### config.mk
export PLATFORM = sky130hd
export DESIGN_NAME = pipe_regs
export DESIGN_NICKNAME = d
export VERILOG_FILES = /design/src/rtl/pipe_regs.sv
export SDC_FILE = /design/constraint.sdc
export NUM_CORES = 1
export LEC_CHECK = 0
export BUFFER_PORTS_ARGS = -buffer_cell sky130_fd_sc_hd__buf_2
export CAP_MARGIN = 10
export CORE_MARGIN = 1.5
export CORE_UTILIZATION = 46
export DETAILED_ROUTE_END_ITERATION = 16
export GPL_TIMING_DRIVEN = 0
export PLACE_DENSITY = 0.87
export SLEW_MARGIN = 25
export SYNTH_ARGS = -nofsm -noshare
export SYNTH_HDL_FRONTEND = slang
export SYNTH_SLANG_ARGS = --single-unit
### constraint.sdc
create_clock -name clk -period 1.9 [get_ports clk]
set_input_delay 0.095 -clock clk [delete_from_list [all_inputs] [get_ports clk]]
set_output_delay 0.095 -clock clk [all_outputs]
set_load 0.05 [all_outputs]
### src/rtl/pipe_regs.sv
// Multi-stage valid/ready register pipeline with bubble collapsing and synchronous flush.
// Define PIPE_REGS_OCC_EN to add the registered occupancy output.
module pipe_regs #(
   parameter int WIDTH = 64,
   parameter int LANES = 1,
   parameter int DEPTH = 1
) (
   input  logic             clk,
   input  logic             reset,
   input  logic             flush,
   input  logic             in_valid,
   input  logic [WIDTH-1:0] in_data [LANES-1:0],
   output logic             in_ready,
   output logic             out_valid,
   output logic [WIDTH-1:0] out_data [LANES-1:0],
   input  logic             out_ready
`ifdef PIPE_REGS_OCC_EN
   ,
   output logic [$clog2(DEPTH+1)-1:0] occupancy
`endif
);

   // Handshake: a transfer happens on a rising edge where valid & ready are both
   // high; valid never waits for ready, and ready may depend on valid downstream.

   logic [DEPTH-1:0] valid_q;
   logic [WIDTH-1:0] data_q [DEPTH-1:0][LANES-1:0];
   logic [DEPTH-1:0] adv;
   logic             adv_c;

   // A stage may advance if it is empty or the stage after it is advancing.
   always_comb begin
      adv_c = !valid_q[DEPTH-1] | out_ready;
      adv[DEPTH-1] = adv_c;
      for (int k = DEPTH - 2; k >= 0; k--) begin
         adv_c  = !valid_q[k] | adv_c;
         adv[k] = adv_c;
      end
   end

   assign in_ready  = adv[0] & !flush;
   assign out_valid = valid_q[DEPTH-1] & !flush;
   assign out_data  = data_q[DEPTH-1];

   always_ff @(posedge clk or negedge reset) begin
      if (!reset) begin
         valid_q <= '0;
         for (int k = 0; k < DEPTH; k++) begin
            for (int l = 0; l < LANES; l++) begin
               data_q[k][l] <= '0;
            end
         end
      end else if (flush) begin
         valid_q <= '0;
      end else begin
         if (adv[0]) begin
            valid_q[0] <= in_valid;
            if (in_valid) begin
               data_q[0] <= in_data;
            end
         end
         for (int k = 1; k < DEPTH; k++) begin
            if (adv[k]) begin
               valid_q[k] <= valid_q[k-1];
               if (valid_q[k-1]) begin
                  data_q[k] <= data_q[k-1];
               end
            end
         end
      end
   end

`ifdef PIPE_REGS_OCC_EN
   localparam int OW = $clog2(DEPTH + 1);

   logic          in_xfer;
   logic          out_xfer;
   logic [OW-1:0] occ_q;

   assign in_xfer  = in_valid & in_ready;
   assign out_xfer = out_valid & out_ready;

   // Tracks popcount(valid_q) without an adder tree over the stages.
   always_ff @(posedge clk or negedge reset) begin
      if (!reset) begin
         occ_q <= '0;
      end else if (flush) begin
         occ_q <= '0;
      end else if (in_xfer && !out_xfer) begin
         occ_q <= occ_q + OW'(1);
      end else if (out_xfer && !in_xfer) begin
         occ_q <= occ_q - OW'(1);
      end
   end

   assign occupancy = occ_q;
`endif

endmodule

==> results_dict.tcl <==
set metrics [dict create \
    drt-total-wl_um 7460 \
    max_freq_mhz 634 \
    criticalPathCategory "reg -> reg" \
    comb_power_share 0.374 \
    stdcell_count 431 \
    port-buffer-count 134 \
    syn-num-nets 211 \
    syn_avg_cell_area_sq_um 19.3 \
    drc_errors 0 \
    clk_pin_slew_ns 0.07 \
    power_frac_clock 0.257 \
    cts_made_buffers 9 \
    required_ns 2.13 \
    skew_ns 0.00240 \
    rr_worst_depth 5 \
    gr-total-overflow 0 \
    core-area_sq_mm 0.00564 \
    syn-cell-area_sq_mm 0.00275 \
    report.final.hold_viol_count 0 \
    cts_resized 0 \
    fp.dieArea_sq_mm 0.00645 \
    path_buf_inv 2 \
    grt_use_total 0.251 \
    grt_max_degree 66 \
    maxCapViolations 0 \
    io_pins 135 \
    initial_core_util 0.487 \
    p_int_mw 2.98 \
    wl_per_cell_um 17.3 \
    worstSetupEndpointType "flip-flop" \
    p_leak_nw 2.22 \
    nNetsFinal 423 \
    cts_hold_buf 67 \
    htree_levels 3 \
    power.switching_mw 1.81 \
    vdd_drop_max_mv 0.739 \
    final.period_utilization 0.830 \
    grt_pass1_wl_um 11500 \
    synth_compound_gate_area_share 0 \
    dr.pass1.iters 3 \
    post-cts-setup-buffers 0 \
    die_h_um 80.3 \
    seqPwrFrac 0.368 \
    power_density_mw_per_mm2 1090 \
    drtIter0Drc 47 \
    gp_congestion 0.709 \
    path_max_fanout 10 \
    area_growth_pct 59.7 \
    syn_inst 142 \
    crit_chain "nor2b_4 -> nor3b_2 -> buf_6 -> buf_12 -> mux2_4" \
    viasPerCell 4.70 \
    drive_gt1_frac 0.616 \
    ctsLongestPathBuffers 2 \
    layout_common_cells "133 x buf_2, 67 x dlygate4sd3_1, 65 x dfrtp_1" \
    synth_top_family_by_area "multiplexers" \
    fin_crit_ns 1.58 \
    setup_viol 0 \
    cts_tree "built" \
    cts_root_buf "clkbuf_8" \
    tns_ns 0 \
    synth_warnings 0 \
    yosysUniqueCellTypes 9 \
    maxSlewViolCount 0 \
    synth_simple_gate_area_frac 0.0159 \
    critical_path_depth 5 \
    p_sw_frac 0.378 \
    crit_path_top_delay_cell "dfrtp_1" \
    synth_mux_area_frac 0.344 \
    antenna_found_initial 0 \
    ant_nets 0 \
    vias 2024 \
    n_antenna_cell 0 \
    rsz0062_at_grt "no" \
    clock_latency_ns 0.34 \
    synth_xor_area_frac 0 \
    clock_sinks 65 \
    synth.ff_latch_count 65 \
    std_cell_rows 27 \
    hpwl_um 3780 \
    status "finished, final reports clean" \
    critPathTopFamily "flip-flops" \
    die_width_um 80.3 \
    arrival_ns 1.81 \
    yosysSeqAreaShare 0.592 \
    first_global_vias 2210 \
    hp-class "in -> async" \
    maxSlewHeadroom 0.476 \
    final_common_cell "buf_2" \
    max_stage_delay_ns 0.40 \
    synthAdderAreaFrac 0 \
    tightest_slew_ns 0.786 \
    dpl.cell_count 348 \
    cp-start-kind "flip-flop" \
]
-- state kept, by name, summed over array words and instances, names as in the netlist --
register  count
out_data     64
valid_q       1
-- per-stage QoR --
step	utilization	hold WS [ns]	area, sq um	worst slack [ns]	power [mW]
2_1_floorplan	-	-0.201	2750	0.489	3.03
3_3_place_gp	0.622	0.308	3510	0.399	3.41
3_5_place_dp	0.622	0.225	3510	0.382	3.43
4_1_cts	0.778	0.409	4390	0.366	4.76
5_1_grt	0.778	0.442	4390	0.271	4.98
6_report	0.778	0.395	4390	0.323	4.79
-- worst paths after layout --
kind                                     end          from  slack (ns)
max in group asynchronous       out_data[29]         reset        0.99
min in group clk                out_data[55]      in_valid        0.45
worst max-delay path            out_data[13]       valid_q        0.32
worst min-delay path            out_data[38]         reset        0.39
worst max register to register  out_data[13]       valid_q        0.32
worst min register to register  out_data[32]  out_data[32]        0.51
-- worst reg2reg max path, delay by kind of cell (launching register included) --
kind	cells	cell delay [ns]
buffers and inverters	2	0.42
multiplexers	1	0.32
AND/OR/NAND/NOR	2	0.34
flip-flops	1	0.40
-- cell type report --
class | count | area (sq um)
Buffer | 7 | 131
Sequential cell | 65 | 1630
Fill cell | 298 | 1250
Tap cell | 72 | 90.1
Timing Repair Buffer | 201 | 1340
Clock buffer | 14 | 173
Multi-Input combinational cell | 70 | 990
Clock inverter | 2 | 35.0
-- layer usage --
layer  track usage  share of wire  wire length, um
met3        0.0830          0.080              593
met1         0.296           0.41             3070
met2         0.419           0.49             3620
met4         0.102          0.023              169
met5             0              0                0
-- synth_stat cells, drive strengths merged --
master,instances,area share
dfrtp,65,0.59
mux2,64,0.34
buf,7,0.048
nor2,3,0.0041
nor2b,2,0.0073
nor3b,1,0.0046
-- cells by family after synthesis --
kind of cell           after synthesis
buffers and inverters                7
flip-flops                          65
multiplexers                        64
AND/OR/NAND/NOR                      6
-- power groups by stage --
stage / combinational (mW) / sequential, mW / clock, mW
floorplan: 0.432 / 2.59 / 0
global placement: 1.65 / 1.75 / 0
detailed placement: 1.67 / 1.76 / 0
CTS: 1.78 / 1.75 / 1.23
global route: 1.86 / 1.79 / 1.33
finish: 1.79 / 1.76 / 1.23
No activity file was read; power rests on OpenSTA's default activity.
